File: config.mk
export PLATFORM = sky130hd
export DESIGN_NAME = cl_axil_cfg_bridge_flat
export DESIGN_NICKNAME = d
export VERILOG_FILES = /design/src/rtl/cl_axil_cfg_bridge_pkg.sv /design/src/rtl/cl_axil_cfg_bridge_if.sv /design/src/rtl/cl_axil_hold_reg.sv /design/src/rtl/cl_axil_cfg_bridge.sv /design/src/flat_wrapper.sv
export SDC_FILE = /design/constraint.sdc
export NUM_CORES = 1
export LEC_CHECK = 0
export ABC_AREA = 1
export BUFFER_PORTS_ARGS = -buffer_cell sky130_fd_sc_hd__clkbuf_2
export CORE_AREA = 2 2 158 160
export DETAILED_ROUTE_END_ITERATION = 16
export DIE_AREA = 0 0 160 162
export SKIP_LAST_GASP = 1
export SLEW_MARGIN = 10
export SYNTH_ARGS = -nofsm -noshare
export SYNTH_HDL_FRONTEND = slang
export SYNTH_SLANG_ARGS = --single-unit
File: constraint.sdc
create_clock -name aclk -period 5.2 [get_ports aclk]
set_input_delay 0.78 -clock aclk [delete_from_list [all_inputs] [get_ports aclk]]
set_output_delay 0.78 -clock aclk [all_outputs]
set_load 0.01 [all_outputs]
File: src/rtl/cl_axil_cfg_bridge_pkg.sv
// Shared types and constants for the AXI-Lite to config-bus bridge.
package cl_axil_cfg_bridge_pkg;

    localparam int unsigned ADDR_W = 32;
    localparam int unsigned DATA_W = 32;
    localparam int unsigned STRB_W = DATA_W / 8;
    localparam int unsigned RESP_W = 2;

    localparam logic [RESP_W-1:0] AXI_RESP_OKAY   = 2'b00;
    localparam logic [RESP_W-1:0] AXI_RESP_SLVERR = 2'b10;

    typedef enum logic [2:0] {
        ST_IDLE,
        ST_ISSUE_WR,
        ST_ISSUE_RD,
        ST_WAIT,
        ST_RESP
    } state_t;

endpackage

File: src/rtl/cl_axil_cfg_bridge_if.sv
// Single-beat AXI-Lite port bundle; slave = bridge side, master = host side.
interface cl_axil_cfg_bridge_if;
    import cl_axil_cfg_bridge_pkg::*;

    logic [ADDR_W-1:0] awaddr;
    logic              awvalid;
    logic              awready;
    logic [DATA_W-1:0] wdata;
    logic [STRB_W-1:0] wstrb;
    logic              wvalid;
    logic              wready;
    logic [RESP_W-1:0] bresp;
    logic              bvalid;
    logic              bready;
    logic [ADDR_W-1:0] araddr;
    logic              arvalid;
    logic              arready;
    logic [DATA_W-1:0] rdata;
    logic [RESP_W-1:0] rresp;
    logic              rvalid;
    logic              rready;

    modport slave (
        input  awaddr, awvalid, output awready,
        input  wdata, wstrb, wvalid, output wready,
        output bresp, bvalid, input bready,
        input  araddr, arvalid, output arready,
        output rdata, rresp, rvalid, input rready
    );

    modport master (
        output awaddr, awvalid, input awready,
        output wdata, wstrb, wvalid, input wready,
        input  bresp, bvalid, output bready,
        output araddr, arvalid, input arready,
        input  rdata, rresp, rvalid, output rready
    );

endinterface

File: src/rtl/cl_axil_hold_reg.sv
// Single-entry holding register; the _c outputs bypass the incoming beat so
// the arbiter can issue in the same cycle the handshake completes.
module cl_axil_hold_reg #(
    parameter int unsigned WIDTH = 32
) (
    input  logic             clk,
    input  logic             rst,
    input  logic             i_valid,
    input  logic [WIDTH-1:0] i_data,
    input  logic             i_clear,
    output logic             o_ready,
    output logic             o_avail_c,
    output logic [WIDTH-1:0] o_data_c
);

    logic             r_empty;
    logic [WIDTH-1:0] r_data;
    logic             w_take;

    assign w_take = i_valid & r_empty;

    always_ff @(posedge clk) begin
        if (rst) begin
            r_empty <= 1'b1;
            r_data  <= '0;
        end else if (w_take) begin
            r_empty <= 1'b0;
            r_data  <= i_data;
        end else if (i_clear) begin
            r_empty <= 1'b1;
        end
    end

    assign o_ready   = r_empty;
    assign o_avail_c = ~r_empty | i_valid;
    assign o_data_c  = r_empty ? i_data : r_data;

endmodule

File: src/rtl/cl_axil_cfg_bridge.sv
// AXI-Lite slave to pulse/ack config bus: one outstanding command, alternating
// read/write priority on ties, ack timeout reported as SLVERR.
module cl_axil_cfg_bridge
    import cl_axil_cfg_bridge_pkg::*;
#(
    parameter int unsigned       TIMEOUT_CYCLES = 256,
    parameter logic [DATA_W-1:0] TIMEOUT_RDATA  = 32'hDEAD_BEEF
) (
    input  logic                aclk,
    input  logic                areset,
    cl_axil_cfg_bridge_if.slave s_axil,
    output logic [ADDR_W-1:0]   cfg_addr,
    output logic [DATA_W-1:0]   cfg_wdata,
    output logic                cfg_wr,
    output logic                cfg_rd,
    input  logic                cfg_ack,
    input  logic [DATA_W-1:0]   cfg_rdata
);

    localparam int unsigned TMR_W = (TIMEOUT_CYCLES == 0) ? 1 : $clog2(TIMEOUT_CYCLES + 1);
    localparam logic [TMR_W-1:0] TMR_LAST = TMR_W'(TIMEOUT_CYCLES - 1);
    localparam logic [TMR_W-1:0] TMR_MAX  = '1;

    state_t              r_state;
    logic                r_last_was_wr;
    logic                r_is_wr;
    logic [TMR_W-1:0]    r_timer;
    logic [ADDR_W-1:0]   r_cfg_addr;
    logic [DATA_W-1:0]   r_cfg_wdata;
    logic                r_cfg_wr;
    logic                r_cfg_rd;
    logic                r_bvalid;
    logic                r_rvalid;
    logic [RESP_W-1:0]   r_bresp;
    logic [RESP_W-1:0]   r_rresp;
    logic [DATA_W-1:0]   r_rdata;

    logic                w_aw_avail, w_w_avail, w_ar_avail;
    logic [ADDR_W-1:0]   w_aw_data, w_ar_data;
    logic [DATA_W-1:0]   w_w_data;
    logic                w_clr_wr, w_clr_rd;
    logic                w_wr_elig, w_rd_elig, w_grant_wr, w_grant_rd;
    logic                w_timeout, w_resp_done;

    assign w_clr_wr = (r_state == ST_ISSUE_WR);
    assign w_clr_rd = (r_state == ST_ISSUE_RD);

    cl_axil_hold_reg #(.WIDTH(ADDR_W)) u_aw (
        .clk(aclk), .rst(areset), .i_valid(s_axil.awvalid), .i_data(s_axil.awaddr),
        .i_clear(w_clr_wr), .o_ready(s_axil.awready), .o_avail_c(w_aw_avail), .o_data_c(w_aw_data)
    );

    cl_axil_hold_reg #(.WIDTH(DATA_W)) u_w (
        .clk(aclk), .rst(areset), .i_valid(s_axil.wvalid), .i_data(s_axil.wdata),
        .i_clear(w_clr_wr), .o_ready(s_axil.wready), .o_avail_c(w_w_avail), .o_data_c(w_w_data)
    );

    cl_axil_hold_reg #(.WIDTH(ADDR_W)) u_ar (
        .clk(aclk), .rst(areset), .i_valid(s_axil.arvalid), .i_data(s_axil.araddr),
        .i_clear(w_clr_rd), .o_ready(s_axil.arready), .o_avail_c(w_ar_avail), .o_data_c(w_ar_data)
    );

    // Ties go to the direction opposite the last one issued
    assign w_wr_elig   = w_aw_avail & w_w_avail;
    assign w_rd_elig   = w_ar_avail;
    assign w_grant_rd  = w_rd_elig & (~w_wr_elig | r_last_was_wr);
    assign w_grant_wr  = w_wr_elig & ~w_grant_rd;
    assign w_timeout   = (TIMEOUT_CYCLES != 0) && (r_timer == TMR_LAST);
    assign w_resp_done = (r_bvalid & s_axil.bready) | (r_rvalid & s_axil.rready);

    always_ff @(posedge aclk) begin
        if (areset) begin
            r_state       <= ST_IDLE;
            r_last_was_wr <= 1'b1;
            r_is_wr       <= 1'b0;
            r_timer       <= '0;
            r_cfg_addr    <= '0;
            r_cfg_wdata   <= '0;
            r_cfg_wr      <= 1'b0;
            r_cfg_rd      <= 1'b0;
            r_bvalid      <= 1'b0;
            r_rvalid      <= 1'b0;
            r_bresp       <= AXI_RESP_OKAY;
            r_rresp       <= AXI_RESP_OKAY;
            r_rdata       <= '0;
        end else begin
            r_cfg_wr <= 1'b0;
            r_cfg_rd <= 1'b0;
            unique case (r_state)
                ST_IDLE: begin
                    if (w_grant_wr) begin
                        r_state     <= ST_ISSUE_WR;
                        r_cfg_wr    <= 1'b1;
                        r_cfg_addr  <= w_aw_data;
                        r_cfg_wdata <= w_w_data;
                    end else if (w_grant_rd) begin
                        r_state    <= ST_ISSUE_RD;
                        r_cfg_rd   <= 1'b1;
                        r_cfg_addr <= w_ar_data;
                    end
                end
                ST_ISSUE_WR, ST_ISSUE_RD: begin
                    r_state       <= ST_WAIT;
                    r_is_wr       <= w_clr_wr;
                    r_last_was_wr <= w_clr_wr;
                    r_timer       <= '0;
                end
                ST_WAIT: begin
                    if (r_timer != TMR_MAX) r_timer <= r_timer + TMR_W'(1);
                    // Ack takes precedence over a coincident timeout
                    if (cfg_ack || w_timeout) begin
                        r_state <= ST_RESP;
                        if (r_is_wr) begin
                            r_bvalid <= 1'b1;
                            r_bresp  <= cfg_ack ? AXI_RESP_OKAY : AXI_RESP_SLVERR;
                        end else begin
                            r_rvalid <= 1'b1;
                            r_rresp  <= cfg_ack ? AXI_RESP_OKAY : AXI_RESP_SLVERR;
                            r_rdata  <= cfg_ack ? cfg_rdata : TIMEOUT_RDATA;
                        end
                    end
                end
                ST_RESP: begin
                    if (w_resp_done) begin
                        r_state  <= ST_IDLE;
                        r_bvalid <= 1'b0;
                        r_rvalid <= 1'b0;
                    end
                end
                default: r_state <= ST_IDLE;
            endcase
        end
    end

    assign cfg_addr      = r_cfg_addr;
    assign cfg_wdata     = r_cfg_wdata;
    assign cfg_wr        = r_cfg_wr;
    assign cfg_rd        = r_cfg_rd;
    assign s_axil.bvalid = r_bvalid;
    assign s_axil.bresp  = r_bresp;
    assign s_axil.rvalid = r_rvalid;
    assign s_axil.rresp  = r_rresp;
    assign s_axil.rdata  = r_rdata;

endmodule

File: src/flat_wrapper.sv
// flat-port wrapper written by rule: the top's interface ports become plain ports
module cl_axil_cfg_bridge_flat import cl_axil_cfg_bridge_pkg::*;
#(
    parameter int unsigned       TIMEOUT_CYCLES = 256,
    parameter logic [DATA_W-1:0] TIMEOUT_RDATA  = 32'hDEAD_BEEF
)
  (aclk, areset, cfg_addr, cfg_wdata, cfg_wr, cfg_rd, cfg_ack, cfg_rdata, s_axil_awaddr, s_axil_awvalid, s_axil_awready, s_axil_wdata, s_axil_wstrb, s_axil_wvalid, s_axil_wready, s_axil_bresp, s_axil_bvalid, s_axil_bready, s_axil_araddr, s_axil_arvalid, s_axil_arready, s_axil_rdata, s_axil_rresp, s_axil_rvalid, s_axil_rready);
  cl_axil_cfg_bridge_if s_axil_i ();
  input  logic aclk;
  input  logic areset;
  output logic [ADDR_W-1:0] cfg_addr;
  output logic [DATA_W-1:0] cfg_wdata;
  output logic cfg_wr;
  output logic cfg_rd;
  input  logic cfg_ack;
  input  logic [DATA_W-1:0] cfg_rdata;
  input wire logic [$bits(s_axil_i.awaddr)-1:0] s_axil_awaddr;
  input wire logic [$bits(s_axil_i.awvalid)-1:0] s_axil_awvalid;
  output wire logic [$bits(s_axil_i.awready)-1:0] s_axil_awready;
  input wire logic [$bits(s_axil_i.wdata)-1:0] s_axil_wdata;
  input wire logic [$bits(s_axil_i.wstrb)-1:0] s_axil_wstrb;
  input wire logic [$bits(s_axil_i.wvalid)-1:0] s_axil_wvalid;
  output wire logic [$bits(s_axil_i.wready)-1:0] s_axil_wready;
  output wire logic [$bits(s_axil_i.bresp)-1:0] s_axil_bresp;
  output wire logic [$bits(s_axil_i.bvalid)-1:0] s_axil_bvalid;
  input wire logic [$bits(s_axil_i.bready)-1:0] s_axil_bready;
  input wire logic [$bits(s_axil_i.araddr)-1:0] s_axil_araddr;
  input wire logic [$bits(s_axil_i.arvalid)-1:0] s_axil_arvalid;
  output wire logic [$bits(s_axil_i.arready)-1:0] s_axil_arready;
  output wire logic [$bits(s_axil_i.rdata)-1:0] s_axil_rdata;
  output wire logic [$bits(s_axil_i.rresp)-1:0] s_axil_rresp;
  output wire logic [$bits(s_axil_i.rvalid)-1:0] s_axil_rvalid;
  input wire logic [$bits(s_axil_i.rready)-1:0] s_axil_rready;
  assign s_axil_i.awaddr = s_axil_awaddr;
  assign s_axil_i.awvalid = s_axil_awvalid;
  assign s_axil_awready = s_axil_i.awready;
  assign s_axil_i.wdata = s_axil_wdata;
  assign s_axil_i.wstrb = s_axil_wstrb;
  assign s_axil_i.wvalid = s_axil_wvalid;
  assign s_axil_wready = s_axil_i.wready;
  assign s_axil_bresp = s_axil_i.bresp;
  assign s_axil_bvalid = s_axil_i.bvalid;
  assign s_axil_i.bready = s_axil_bready;
  assign s_axil_i.araddr = s_axil_araddr;
  assign s_axil_i.arvalid = s_axil_arvalid;
  assign s_axil_arready = s_axil_i.arready;
  assign s_axil_rdata = s_axil_i.rdata;
  assign s_axil_rresp = s_axil_i.rresp;
  assign s_axil_rvalid = s_axil_i.rvalid;
  assign s_axil_i.rready = s_axil_rready;
  cl_axil_cfg_bridge #(.TIMEOUT_CYCLES(TIMEOUT_CYCLES), .TIMEOUT_RDATA(TIMEOUT_RDATA)) u_core (.aclk(aclk), .areset(areset), .s_axil(s_axil_i), .cfg_addr(cfg_addr), .cfg_wdata(cfg_wdata), .cfg_wr(cfg_wr), .cfg_rd(cfg_rd), .cfg_ack(cfg_ack), .cfg_rdata(cfg_rdata));
endmodule
Yosys cells after proc, flatten, opt, wreduce, memory -nomap -nowiden

Cells that the tools add are included.

Add/sub/neg operators: 1
Equal/unequal tests: 12
Muxes and demuxes: 28
Bitwise operators: 20
Reductions and logical operators: 19

Operators by type and width:

| cell                                                                    | number |
|---|---|
| 32-bit 2-to-1 mux                                                       | 6 |
| 9-bit case mux with 2 select lines                                      | 1 |
| 1-bit 2-to-1 mux                                                        | 12 |
| 3-bit 2-to-1 mux                                                        | 4 |
| 3-bit case mux with 4 select lines                                      | 1 |
| 2-bit nonzero test                                                      | 6 |
| 9-bit by 1-bit adder with 9-bit output, second input constant           | 1 |
| 9-bit by 8-bit == test with 1-bit output, second input constant         | 1 |
| 9-bit 2-to-1 mux                                                        | 1 |
| 9-bit inequality test, second input constant                            | 1 |
| 3-bit AND reduction                                                     | 3 |
| 1-bit AND                                                               | 8 |
| 2-bit by 1-bit inequality test with 1-bit output, second input constant | 4 |
| 4-bit AND reduction                                                     | 2 |
| 1-bit inverter                                                          | 7 |
| 3-bit by 2-bit == test with 1-bit output, second input constant         | 2 |
| 2-bit AND reduction                                                     | 3 |
| 1-bit bitwise OR                                                        | 5 |
| 1-bit case mux with 2 select lines                                      | 2 |
| 2-bit OR reduction                                                      | 2 |
| 3-bit by 1-bit == test with 1-bit output, second input constant         | 1 |
| 3-bit == test, second input constant                                    | 1 |
| 3-bit zero test                                                         | 1 |
| 3-bit by 1-bit inequality test with 1-bit output, second input constant | 1 |
| other kinds (4)                                                         | 4 |

Register bits after elaboration: 217
Input port bits: 140
Output and inout bits: 107
Logic and storage cells: 99

Longest topological paths before layout

Gate-level depths: netlist of run 1.

Depth in word-level cells: 10
Gate-level depth with buffers: 13
Gate-level depth less buffers: 13

Hierarchy

A second synthesis of run 1 with hierarchy kept.

Cell total of the unflattened synthesis: 1,489
Area total of the unflattened synthesis: 10,090.9 um2

Modules (own cells, without submodules):

| module             | times used | cells each | area an instance (um2) | seq. area each (um2) |
|---|---|---|---|---|
| cl_axil_hold_reg   | 3          | 284        | 1,773.0                | 660.6 |
| cl_axil_cfg_bridge | 1          | 637        | 4,772.1                | 2,322.2 |

Worst setup path before layout of run 1

OpenSTA, ideal clock, no wires.

Kind: register to register
Start: register u_core.r_timer[0]
End: register u_core.r_rdata[3], in the netlist u_core.s_axil.rdata[3]
Library setup time: 65 ps
Data arrival time: 1,947 ps
Required time: 5,135 ps
Setup slack: 3,189 ps
Stages on the path, launching flop included: 14
Path buffers: 1
Clock period less this slack: 2,011 ps
Path through: dfxtp_1 > ha_1 > nand2_1 > nor3_1 > nand2_1 > nor2_1 > ha_1 > nor2_1 > nor2_2 > nand2_2 > inv_2 > buf_2 > o21ai_0 > nor2_1

Cells in the longest elaborated chain, start to end: 3

RTL lines:

| what                                     | RTL line                  | text |
|---|---|---|
| from (decl)                              | cl_axil_cfg_bridge.sv:27  | `logic [TMR_W-1:0] r_timer;` |
| from (signal assigned)                   | cl_axil_cfg_bridge.sv:109 | `if (r_timer != TMR_MAX) r_timer <= r_timer + TMR_W'(1);` |
| 9-bit by 8-bit == test with 1-bit output | cl_axil_cfg_bridge.sv:68  | `assign w_timeout = (TIMEOUT_CYCLES != 0) && (r_timer == TMR_LAST);` |
| 1-bit logical OR                         | cl_axil_cfg_bridge.sv:111 | `if (cfg_ack \|\| w_timeout) begin` |
| 3-bit AND reduction (no line)            | -                         |  |
| to (signal assigned)                     | cl_axil_cfg_bridge.sv:119 | `r_rdata <= cfg_ack ? cfg_rdata : TIMEOUT_RDATA;` |
| to (decl)                                | cl_axil_cfg_bridge.sv:36  | `logic [DATA_W-1:0] r_rdata;` |

No other way between the ends.
A chain may end at the register's enable or synchronous reset.

Worst setup path in the final report of run 1

Start: register u_core.u_aw.r_empty, in the netlist u_core.u_aw.o_ready
End: register u_core.r_cfg_wdata[22], in the netlist u_core.cfg_wdata[22]

Cells in the longest elaborated chain, start to end: 9

RTL lines:

| what                              | RTL line                 | text |
|---|---|---|
| from (decl)                       | cl_axil_hold_reg.sv:16   | `logic r_empty;` |
| from (signal assigned)            | cl_axil_hold_reg.sv:24   | `r_empty <= 1'b1;` |
| from (signal assigned)            | cl_axil_hold_reg.sv:27   | `r_empty <= 1'b0;` |
| from (signal assigned)            | cl_axil_hold_reg.sv:30   | `r_empty <= 1'b1;` |
| 1-bit inverter (*)                | cl_axil_hold_reg.sv:35   | `assign o_avail_c = ~r_empty \| i_valid;` |
| 1-bit bitwise OR (*)              | cl_axil_hold_reg.sv:35   |  |
| 1-bit AND (*)                     | cl_axil_cfg_bridge.sv:64 | `assign w_wr_elig = w_aw_avail & w_w_avail;` |
| 1-bit inverter                    | cl_axil_cfg_bridge.sv:66 | `assign w_grant_rd = w_rd_elig & (~w_wr_elig \| r_last_was_wr);` |
| 1-bit bitwise OR                  | cl_axil_cfg_bridge.sv:66 |  |
| 1-bit AND                         | cl_axil_cfg_bridge.sv:66 |  |
| 1-bit inverter                    | cl_axil_cfg_bridge.sv:67 | `assign w_grant_wr = w_wr_elig & ~w_grant_rd;` |
| 1-bit AND (*)                     | cl_axil_cfg_bridge.sv:67 |  |
| 2-bit AND reduction (no line) (*) | -                        |  |
| to (signal assigned)              | cl_axil_cfg_bridge.sv:95 | `r_cfg_wdata <= w_w_data;` |
| to (decl)                         | cl_axil_cfg_bridge.sv:29 | `logic [DATA_W-1:0] r_cfg_wdata;` |

Every way passes the cells marked *; elsewhere a longest branch is shown, timed or not.

==> PnR_summary.wiki, run 1 <==
{| class="wikitable"
! Metric !! Value
|-
| Core region area || between 20000 and 25000 um2
|-
| Detailed Route WL || roughly 28000 um
|-
| Cell family with the largest share of critical-path delay || simple AND/OR/NAND/NOR gates
|-
| Total number of vias || 9181
|-
| Maximum clock frequency || about 330 MHz
|-
| Portion of the post-synthesis area used by sequential elements || 0.452
|-
| Post-route worst hold slack || approximately 0.46 ns
|-
| Post_cts resized || 0
|-
| Post-route fraction of the period consumed by the critical path || 0.581
|-
| Cell at the slowest stage of the critical path || dfxtp_2
|-
| Aggregate negative setup slack || 0 ns
|-
| IO buf count || 240
|-
| Clock group share of total power || 0.332
|-
| Power per cell area || about 490 nW/um2
|-
| Full die area || about 26000 um2
|-
| Biggest area contributors in the synthesized netlist || dfxtp_1 45%, nand2_1 14%, nor2_1 8.6%
|-
| RSZ-0062 raised after global routing || false
|-
| Max_cap viols || 0
|-
| Max Root-Sink Buffers || 3
|-
| Average via count per standard cell || between 4 and 5
|-
| Grt total ovfl || 0
|-
| Slew of the pin with the lowest slew margin || 1.11 ns
|-
| DRT Pass-1 Iters || 7
|-
| Count of endpoints failing hold in the final timing report || 0
|-
| DRC marker count from the first detailed-route iteration || roughly 570
|-
| Number of standard cells after synthesis || approximately 1400
|-
| Share of post-route cells with drive strength above 1 || 0.220
|-
| Required time worst endpoint || approximately 5.7 ns
|-
| Vert. Die Dim || ~160 um
|-
| Category of the most critical setup path || reg2reg
|-
| Antenna diodes || 0
|-
| Hold_buf cts || 0
|-
| Depth of the worst hold-timing path || 2
|-
| Time the final worst path needs with I/O delays and setup || a little over 3 ns
|-
| Total Power Consumption || around 5.7 mW
|-
| Summed area of non-filler cells in the final layout || between 10000 and 15000 um2
|-
| H-tree levels || 1
|-
| NumNets Final || ~1700
|-
| Cell internal power dissipation || 3.72 mW
|-
| DRC viols || 0
|-
| Share of power burned in registers || 0.377
|-
| Placed wire-length estimate after detailed placement || roughly 17000 um
|-
| Relative slew margins || 0.258
|-
| Count of placed standard cells including taps || approximately 1800
|-
| CTS root buf || clkbuf_16
|-
| Number of unique standard cell types used by synthesis || 34
|-
| Final ANT Viol Nets || 0
|-
| Fraction of registers with async set/reset || 0
|-
| Share of Yosys cell area claimed by the top area cell type || 0.452
|-
| Antenna violations before repair || 0
|-
| Startpoint types || flip-flop
|-
| Clk_lat worst skew || approximately 0.51 ns
|-
| Final clock skew || 0.00589 ns
|-
| Net switching fraction of the power || 0.343
|-
| Wire length of the first global-routing pass || between 40000 and 50000 um
|-
| Count of flip-flops with a built-in enable after synthesis || 0
|-
| Worst hold path endpoint || u_core.u_ar.r_data[26]
|-
| CTS tree || yes
|-
| CP Cell Sequence || nand2_2, nand3_2, nand2_2, nand2_1, o21ai_0, nor2_1
|-
| Number of placement rows || 57
|-
| Largest vdd supply drop || roughly 0.26 mV
|-
| Area after DPL || ~11000 um2
|-
| Via count of the first global-routing pass || between 8000 and 9000
|-
| Static Leak || 5.48 nW
|-
| Clk pin slew, worst setup/hold paths || 0.06 ns
|-
| Status || completed
|-
| CP Data Arrival Time || between 3 and 4 ns
|-
| Average wire length per cell after detail routing || 14.8 um
|-
| Number of I/O pins || 247
|-
| Sw power || between 1.5 and 2 mW
|-
| Yosys Warn Count || 0
|-
| Setup Buffers After CTS || 0
|-
| Starting Density || 0.395
|-
| Worst R2R Start || u_core.u_aw.o_ready
|-
| Chip Width || around 160 um
|-
| Biggest cell delay along the critical path || about 0.91 ns
|-
| Worst setup slack for register-to-register paths || between 2 and 2.5 ns
|-
| Worst reg2reg path endpoint || u_core.cfg_wdata[22]
|-
| Most common cell in the synthesized netlist || nand2_1
|-
| Num CTS Buffers || 26
|-
| Overall global routing resource usage || 0.208
|-
| Cell repeated most along the worst path || nand2_2
|-
| Maximum number of pins on one net before global-route repair || 75
|-
| Most frequent cells after synthesis || 364 x nand2_1, 217 x nor2_1, 215 x dfxtp_1
|-
| Maximum fanout along the worst path || 38
|-
| Primary FF master, synth || dfxtp_1
|-
| Start point of the worst min-delay path || u_core.u_ar.r_data[26]
|-
| Number of synthesized register bits || 215
|-
| Final setup vio count || 0
|-
| Combinational Power Share || 0.291
|-
| Worst min-delay path class || reg2reg
|-
| Worst Reg2Reg Path Length in Cells || 6
|-
| Synthesized area per cell || 7.04 um2
|-
| Sinks on Clock Net || 215
|-
| Synth-to-layout area growth || 22.4%
|-
| Library cell occupying the most area in the post-synthesis netlist || dfxtp_1
|-
| Final Non-Filler Cells || 1882
|-
| Final Max Slew Viols || 0
|-
| Post-synthesis cell area || between 9000 and 10000 um2
|-
| Routability cong. || 0.757
|-
| Buffers & Inverters on Critical Path || 0
|-
| Capturing element type of the critical path || flip-flop
|}
-- flip-flops by register name, summed over array words and instances (netlist names), 3 cells and up --
name and count:
u_core.u_ar.r_data 32, u_core.u_aw.r_data 32, u_core.s_axil.rdata 32, u_core.cfg_addr 32
u_core.cfg_wdata 32, u_core.r_timer 9, u_core.u_w.r_data 32, u_core.r_state 3
-- how the worst max path moves through the flow --
stage | startpoint | to | slack, ns | depth (start not counted)
after detailed placement | s_axil_arvalid | u_core.cfg_wdata[23] | 2.00 | 7
after floorplan | u_core.r_timer[0] | u_core.s_axil.rdata[3] | 3.19 | 13
after global routing | u_core.u_aw.o_ready | u_core.cfg_wdata[19] | 1.91 | 6
after global placement | s_axil_awvalid | u_core.cfg_wdata[23] | 1.95 | 8
final | u_core.u_aw.o_ready | u_core.cfg_wdata[22] | 2.18 | 6
after CTS | u_core.u_aw.o_ready | u_core.cfg_wdata[22] | 2.11 | 6
-- cells by family after synthesis --
family | count (synthesis) | share of synthesized area
muxes | 32 | 0.0379
and+or+nand+nor | 679 | 0.286
adders and majority gates | 3 | 0.00395
AOI/OAI and AO/OA | 255 | 0.141
buffers and inverters | 167 | 0.0784
other | 1 | 0.000394
DFF | 215 | 0.452
-- routing by layer --
metal | global-route usage | share of wire | up-vias
met2 | 0.343 | 0.45 | 242
met1 | 0.276 | 0.46 | 4198
li1 | - | - | 4711
met4 | 0.0369 | 0.012 | 0
met5 | 0 | 0 | -
met3 | 0.0567 | 0.076 | 30
-- per-stage QoR --
| step | setup slack [ns] | utilization |
|---|---|---|
| 3_3_place_gp | 1.95 | 0.446 |
| 3_5_place_dp | 2.00 | 0.446 |
| 5_1_grt | 1.91 | 0.483 |
| 4_1_cts | 2.11 | 0.483 |
| 6_report | 2.18 | 0.483 |
| 2_1_floorplan | 3.19 | - |
-- tightest hold or removal path: stages, from the launching register on --
cell,delay [ns]
dfxtp_1,0.30
inv_1,0.06
a211oi_1,0.06
-- power by group through the flow --
stage	combinational (mW)	clock (mW)	sequential (mW)
6_report	1.64	1.88	2.13
5_1_grt	1.87	1.99	2.17
4_1_cts	1.67	1.92	2.13
3_5_place_dp	1.66	0	2.16
3_3_place_gp	1.66	0	2.15
2_1_floorplan	1.07	0	2.23
-- placed cells by master (no fill, tap or decap), drive strengths merged --
master and count:
nand3 56, inv 74, mux2 32, or2 1
o31ai 1, a211oi 17, ha 3, nor2 221
o22ai 1, conb 2, and3 1, o21ai 121
o211ai 3, dfxtp 215, a21oi 112, nor3 25
nand3b 1, nand2 370, and2 1, bufinv 2
nand4 3, clkinv 3, clkbuf 283, buf 10
-- layout make-up --
cell class / count / area, um2
multi-input cells: 971 / 4470
clock inverters: 3 / 65.1
repair buffers: 249 / 1270
clock buffers: 44 / 840
fillers: 2493 / 12500
well taps: 324 / 405
flip-flops and latches: 215 / 4310
inverters: 76 / 288
Power figures use the tool's default switching activity.
==> run 2: changes to the inputs <==
==> constraint.sdc (replaced) <==
create_clock -name aclk -period 3.1 [get_ports aclk]
set_input_delay 0.465 -clock aclk [delete_from_list [all_inputs] [get_ports aclk]]
set_output_delay 0.465 -clock aclk [all_outputs]
set_load 0.01 [all_outputs]
==> PnR_summary.wiki, run 2 (synthesis gave the netlist of run 1 again) <==
{| class="wikitable"
! Metric !! Value
|-
| Startpoint types || flip-flop
|-
| Number of placement rows || 57
|-
| Final setup vio count || 0
|-
| Maximum number of pins on one net before global-route repair || between 70 and 80
|-
| Start point of the worst min-delay path || cfg_rdata[22]
|-
| Worst setup path startpoint || u_core.r_timer[0]
|-
| Seq. cell area || 4310 um2
|-
| Worst min-delay path class || in2reg
|-
| Post-route fraction of the period consumed by the critical path || 0.790
|-
| DRC marker count from the first detailed-route iteration || 525
|-
| DRT Pass-1 Iters || 5
|-
| Biggest cell delay along the critical path || between 0.3 and 0.4 ns
|-
| Clk pin slew, worst setup/hold paths || ~0.06 ns
|-
| Chip Width || roughly 160 um
|-
| Antenna violations before repair || 0
|-
| RSZ-0062 raised after global routing || false
|-
| CP Data Arrival Time || roughly 2.9 ns
|-
| Share of post-route cells with drive strength above 1 || 0.226
|-
| Summed area of non-filler cells in the final layout || between 10000 and 15000 um2
|-
| Count of endpoints failing hold in the final timing report || 0
|-
| Average wire length per cell after detail routing || about 15 um
|-
| Sinks on Clock Net || 215
|-
| CTS root buf || clkbuf_16
|-
| Area of the multi-input gates || around 4500 um2
|-
| Final clock skew || about 0.0085 ns
|-
| Most frequent cells in the layout || 363 x nand2_1, 239 x clkbuf_2, 217 x nor2_1, 213 x dfxtp_1, 111 x a21oi_1
|-
| Total number of vias || around 9100
|-
| Antenna diodes || 0
|-
| Buffers & Inverters on Critical Path || 1
|-
| Required time worst endpoint || 3.56 ns
|-
| Final ANT Viol Nets || 0
|-
| Cell at the slowest stage of the critical path || dfxtp_1
|-
| Commonest non-fill, non-tap cell in the layout || nand2_1
|-
| Setup WS pre-CTS || ~0.65 ns
|-
| Max Root-Sink Buffers || 3
|-
| Depth of the worst hold-timing path || 3
|-
| Core region area || approximately 24000 um2
|-
| Wire length of the first global-routing pass || around 45000 um
|-
| Full die area || around 26000 um2
|-
| Post_cts resized || 0
|-
| Worst Reg2Reg Path Length in Cells || 12
|-
| Stages on worst setup path || 12
|-
| Time the final worst path needs with I/O delays and setup || around 2.5 ns
|-
| Category of the most critical setup path || reg2reg
|-
| Post-route worst hold slack || ~0.17 ns
|-
| Max_cap viols || 0
|-
| Capturing element of the worst setup path || u_core.s_axil.rdata[31]
|-
| Placed wire-length estimate after detailed placement || about 18000 um
|-
| Static Leak || between 5 and 6 nW
|-
| Count of placed standard cells including taps || approximately 1800
|-
| Final Non-Filler Cells || 1890
|-
| Final Worst Setup Slack || between 0.6 and 0.7 ns
|-
| DRC viols || 0
|-
| Vert. Die Dim || about 160 um
|-
| Setup Buffers After CTS || 0
|-
| Filler Cell Count || 2500
|-
| Area after DPL || between 10000 and 15000 um2
|-
| CP Cell Sequence || ha_1, nand2_1, nor3_1, nand2_1, nor2_1, ha_1, nor2_1, nor2_2, nand2_2, inv_2, o21ai_0, nor2_1
|-
| Cell family with the largest share of critical-path delay || simple AND/OR/NAND/NOR gates
|-
| Final Max Slew Viols || 0
|-
| Worst setup slack for register-to-register paths || 0.65 ns
|-
| H-tree levels || 1
|-
| Clk_lat worst skew || roughly 0.52 ns
|-
| Fin util || 0.488
|-
| Relative slew margins || 0.256
|-
| Grt total ovfl || 0
|-
| Largest vdd supply drop || roughly 0.48 mV
|-
| Maximum fanout along the worst path || 25
|-
| Slew of the pin with the lowest slew margin || 1.11 ns
|-
| Overall global routing resource usage || 0.208
|-
| Synth-to-layout area growth || 23.6%
|-
| IO buf count || 240
|-
| NumNets Final || 1690
|-
| Total Power Consumption || 9.58 mW
|-
| Worst reg2reg path endpoint || u_core.s_axil.rdata[31]
|-
| Capturing element type of the critical path || flip-flop
|-
| Average via count per standard cell || just under 5
|-
| Maximum clock frequency || 408 MHz
|-
| Aggregate negative setup slack || 0 ns
|-
| Power per cell area || around 810 nW/um2
|-
| Status || completed
|-
| Via count of the first global-routing pass || approximately 8900
|-
| Num CTS Buffers || 26
|-
| Worst R2R Start || u_core.r_timer[0]
|-
| Starting Density || 0.395
|-
| Routability cong. || around 0.77
|-
| Detailed Route WL || 27400 um
|-
| Hold_buf cts || 0
|-
| Cell repeated most along the worst path || nor2_1
|-
| Number of I/O pins || 247
|-
| CTS tree || yes
|}
[run 2: cell types whose count changed in the layout (fill, tap and decap cells not counted), sizes merged]
cell    delta
clkbuf     -5
buf        +8
bufinv     +1
clkinv     +4
[run 2: power breakdown]
group / switching (mW) / leakage, nW / internal [mW]
Sequential: 0.284 / 1.77 / 3.28
Clock: 1.17 / 0.457 / 2.02
Combinational: 1.82 / 3.32 / 1.00
Total: 3.27 / 5.54 / 6.30
[run 2: tightest hold or removal path: stages]
cell and delay [ns]:
clkbuf_2 0.08, nand2_1 0.05, a21oi_1 0.05
[run 2: how the worst min path moves through the flow]
stage	to	slack, ns
6_report	u_core.s_axil.rdata[22]	0.17
5_1_grt	u_core.s_axil.rdata[22]	0.17
4_1_cts	u_core.s_axil.rdata[22]	0.15
3_5_place_dp	u_core.u_ar.r_data[16]	0.45
3_3_place_gp	u_core.u_ar.r_data[24]	0.44
2_1_floorplan	u_core.u_ar.r_data[16]	0.43
[run 2: layer usage]
layer  wire, um  track usage  vias up
met5          0            0        -
met4        282       0.0348        0
met3       2120       0.0587       24
met1      12500        0.265     4129
met2      12500        0.356      222
li1           -            -     4734
[run 2: final cells by class]
cell class	count	area share
timing repair buffer	257	0.116
clock buffer	39	0.0681
inverter	76	0.0245
sequential	215	0.366
tap	324	0.0345
clock inverter	8	0.0101
multi-input combinational	971	0.380
==> run 3: changes to the inputs <==
--- a/config.mk
+++ b/config.mk
@@ -5,11 +5,12 @@
 export SDC_FILE = /design/constraint.sdc
 export NUM_CORES = 1
 export LEC_CHECK = 0
-export ABC_AREA = 1
+export ABC_AREA = 0
 export BUFFER_PORTS_ARGS = -buffer_cell sky130_fd_sc_hd__clkbuf_2
-export CORE_AREA = 2 2 158 160
+export CORE_AREA = 2 2 152 154
 export DETAILED_ROUTE_END_ITERATION = 16
-export DIE_AREA = 0 0 160 162
+export DIE_AREA = 0 0 154 156
+export PLACE_DENSITY = 0.66
 export SKIP_LAST_GASP = 1
 export SLEW_MARGIN = 10
 export SYNTH_ARGS = -nofsm -noshare
==> constraint.sdc (replaced) <==
create_clock -name aclk -period 2.05 [get_ports aclk]
set_input_delay 0.3075 -clock aclk [delete_from_list [all_inputs] [get_ports aclk]]
set_output_delay 0.3075 -clock aclk [all_outputs]
set_load 0.01 [all_outputs]
==> PnR_summary.wiki, run 3 <==
{| class="wikitable"
! Metric !! Value
|-
| Status || completed
|-
| Sinks on Clock Net || ~220
|-
| Slew of the pin with the lowest slew margin || between 0.5 and 0.6 ns
|-
| Count of flip-flops with a built-in enable after synthesis || 0
|-
| Number of standard cells after synthesis || 1019
|-
| Chip Width || about 150 um
|-
| Detailed Route WL || 24200 um
|-
| Total number of vias || roughly 8000
|-
| Cell internal power dissipation || ~8.7 mW
|-
| Post-route fraction of the period consumed by the critical path || 0.939
|-
| Net switching fraction of the power || 0.290
|-
| Number of unique standard cell types used by synthesis || 44
|-
| Maximum clock frequency || a little over 500 MHz
|-
| Library cell occupying the most area in the post-synthesis netlist || dfxtp_1
|-
| Worst reg2reg path endpoint || u_core.s_axil.rdata[23]
|-
| Area after DPL || approximately 10000 um2
|-
| Average wire length per cell after detail routing || 15.7 um
|-
| Full die area || roughly 24000 um2
|-
| Buffers & Inverters on Critical Path || 2
|-
| Yosys Warn Count || 0
|-
| Portion of the post-synthesis area used by sequential elements || 0.487
|-
| Via count of the first global-routing pass || 7257
|-
| Hold_buf cts || 0
|-
| DRC viols || 0
|-
| Power per cell area || ~1100 nW/um2
|-
| Max Root-Sink Buffers || 3
|-
| Maximum fanout along the worst path || 7
|-
| Post-route worst hold slack || between 0.02 and 0.025 ns
|-
| Largest vdd supply drop || 0.636 mV
|-
| Final ANT Viol Nets || 0
|-
| DRC marker count from the first detailed-route iteration || roughly 360
|-
| Setup Buffers After CTS || 0
|-
| Clk_lat worst skew || slightly above 0.5 ns
|-
| Maximum number of pins on one net before global-route repair || between 60 and 70
|-
| Fraction of registers with async set/reset || 0
|-
| Post_cts resized || 0
|-
| Count of placed standard cells including taps || 1491
|-
| H-tree levels || 1
|-
| Relative slew margins || 0.603
|-
| Primary FF master, synth || dfxtp_1
|-
| Share of power burned in registers || 0.405
|-
| Overall global routing resource usage || 0.192
|-
| Count of endpoints failing hold in the final timing report || 0
|-
| Antenna violations before repair || 6
|-
| Number of synthesized register bits || about 220
|-
| Combinational family with the most area after synthesis || compound AO/OA/AOI/OAI gates
|-
| Worst Reg2Reg Path Length in Cells || 10
|-
| Aggregate negative setup slack || 0 ns
|-
| Worst hold path endpoint || u_core.u_w.r_data[22]
|-
| Share of post-route cells with drive strength above 1 || 0.275
|-
| Fraction of the mapped netlist area in compound gates || 0.182
|-
| Depth of the worst hold-timing path || 3
|-
| Average via count per standard cell || 5.09
|-
| CP Data Arrival Time || 2.37 ns
|-
| Placed wire-length estimate after detailed placement || 16100 um
|-
| Share of Yosys cell area claimed by the top area cell type || 0.487
|-
| Most frequent cells in the layout || 269 x nand2_1, 239 x clkbuf_2, 210 x dfxtp_1, 108 x a21oi_1, 96 x mux2i_1
|-
| Biggest area contributors in the synthesized netlist || dfxtp_1 49%, nand2_1 11%, mux2i_1 11%
|-
| Worst R2R Start || u_core.r_timer[5]
|-
| Synth Area in Simple Gates || 0.175
|-
| CP Cell Sequence || and4_1, nand2_1, nor2_2, ha_2, nor2_1, buf_4, nor3_4, clkbuf_16, o22ai_1, nor2_1
|-
| Final Non-Filler Cells || around 1500
|-
| Capturing element type of the critical path || flip-flop
|-
| IO buf count || 240
|-
| Starting Density || 0.395
|-
| Startpoint types || flip-flop
|-
| CTS root buf || clkbuf_16
|-
| Vert. Die Dim || around 160 um
|-
| Max_cap viols || 0
|-
| Required time worst endpoint || 2.50 ns
|-
| Cell family with the largest share of critical-path delay || simple AND/OR/NAND/NOR gates
|-
| Start point of the worst min-delay path || s_axil_wdata[22]
|-
| Summed area of non-filler cells in the final layout || approximately 11000 um2
|-
| Adder-Cell Fraction of Synth Area || 0.00425
|-
| Grt total ovfl || 0
|-
| Most frequent cells after synthesis || 269 x nand2_1, 215 x dfxtp_1, 109 x a21oi_1
|-
| Biggest cell delay along the critical path || ~0.34 ns
|-
| Number of I/O pins || ~250
|-
| Sw power || 3.55 mW
|-
| DRT Pass-1 Iters || 4
|-
| NumNets Final || approximately 1400
|-
| Most common cell in the synthesized netlist || nand2_1
|-
| Filler Cell Count || between 2000 and 2500
|-
| Commonest non-fill, non-tap cell in the layout || nand2_1
|-
| Static Leak || 5.13 nW
|-
| Worst min-delay path class || in2reg
|-
| Synth-to-layout area growth || 28.6%
|-
| Worst setup slack for register-to-register paths || ~0.12 ns
|-
| Wire length of the first global-routing pass || approximately 38000 um
|-
| Category of the most critical setup path || reg2reg
|-
| Clk pin slew, worst setup/hold paths || roughly 0.060 ns
|-
| Cell repeated most along the worst path || nor2_1
|-
| Total Power Consumption || 12.2 mW
|-
| Final Max Slew Viols || 0
|-
| Final setup vio count || 0
|-
| Cell at the slowest stage of the critical path || dfxtp_1
|-
| Final clock skew || 0.0192 ns
|-
| Synthesized area per cell || 8.67 um2
|-
| Clock group share of total power || 0.379
|-
| Core region area || 22400 um2
|-
| Routability cong. || about 0.8
|-
| Xor and xnor fraction of the mapped netlist area || 0.00396
|-
| Combinational Power Share || 0.217
|-
| CTS tree || yes
|-
| Post-synthesis cell area || ~8800 um2
|-
| Multiplexer area fraction after synthesis || 0.109
|-
| Number of placement rows || 55
|-
| Time the final worst path needs with I/O delays and setup || 1.93 ns
|-
| Num CTS Buffers || 25
|}
==> run 3: cell types whose count changed in the layout (fill, tap and decap cells not counted), moves of 8 or more <==
cell      change
a211oi_2     +18
inv_1        -69
nand3_1      -48
nor2_1      -135
o22ai_1      +24
mux2i_1      +96
mux2_2       -32
a32o_1       +32
o21ai_0      -98
nand2_1      -94
buf_12        +8
a22oi_1      +10
o21ai_1      -13
nor3_1       -21
==> run 3: worst max path at each step <==
stage | start | to | slack, ns | cells after the start
global route | u_core.r_timer[1] | u_core.s_axil.rdata[3] | -0.0005 | 10
CTS | u_core.r_timer[4] | u_core.s_axil.rdata[14] | 0.07 | 8
global placement | u_core.r_timer[4] | u_core.s_axil.rdata[17] | 0.09 | 8
detailed placement | u_core.r_timer[4] | u_core.s_axil.rdata[14] | 0.10 | 8
finish | u_core.r_timer[5] | u_core.s_axil.rdata[23] | 0.12 | 10
floorplan | u_core.r_timer[2] | u_core.s_axil.rdata[10] | 0.12 | 9
==> run 3: logic make-up (layout without fill, tap and decap cells) <==
kind of cell / count (synthesis) / in the layout
buffers and inverters: 84 / 316
AOI/OAI and AO/OA: 231 / 231
adders and majority gates: 3 / 3
and+or+nand+nor: 385 / 385
other: 1 / 5
DFF: 215 / 215
xor gates and xnor gates: 4 / 4
muxes: 96 / 96
==> run 3: per-layer routing <==
layer  track usage  routed length, um
met1         0.248              10600
met4        0.0628                633
met2         0.309              10900
met5             0                 23
met3        0.0586               1960
==> run 3: cell type report <==
cell class                      instances  area, um2  share of cell area
Antenna cell                            3       7.51            0.000660
Clock buffer                           37        751              0.0660
Clock inverter                          7        114              0.0100
Inverter                                1       3.75            0.000330
Multi-Input combinational cell        721       4230               0.372
Sequential cell                       215       4310               0.379
Tap cell                              285        357              0.0314
Timing Repair Buffer                  271       1600               0.141
==> run 3: power by group through the flow <==
stage | Combinational (mW) | Sequential (mW) | Clock, mW
2_1_floorplan | 1.52 | 5.14 | 0
3_3_place_gp | 2.61 | 5.02 | 0
5_1_grt | 2.92 | 5.01 | 4.91
6_report | 2.65 | 4.95 | 4.64
4_1_cts | 2.66 | 4.95 | 4.73
3_5_place_dp | 2.65 | 5.04 | 0
==> run 3: through the flow <==
step                setup WS, ns   util
floorplan                  0.125      -
global placement          0.0912  0.467
detailed placement         0.101  0.467
CTS                       0.0692  0.506
global route           -0.000475  0.508
finish                     0.125  0.508
==> run 3: worst min-delay path: stages <==
cell and delay [ns]:
clkbuf_2 0.09, nand2_1 0.05, a21oi_1 0.05
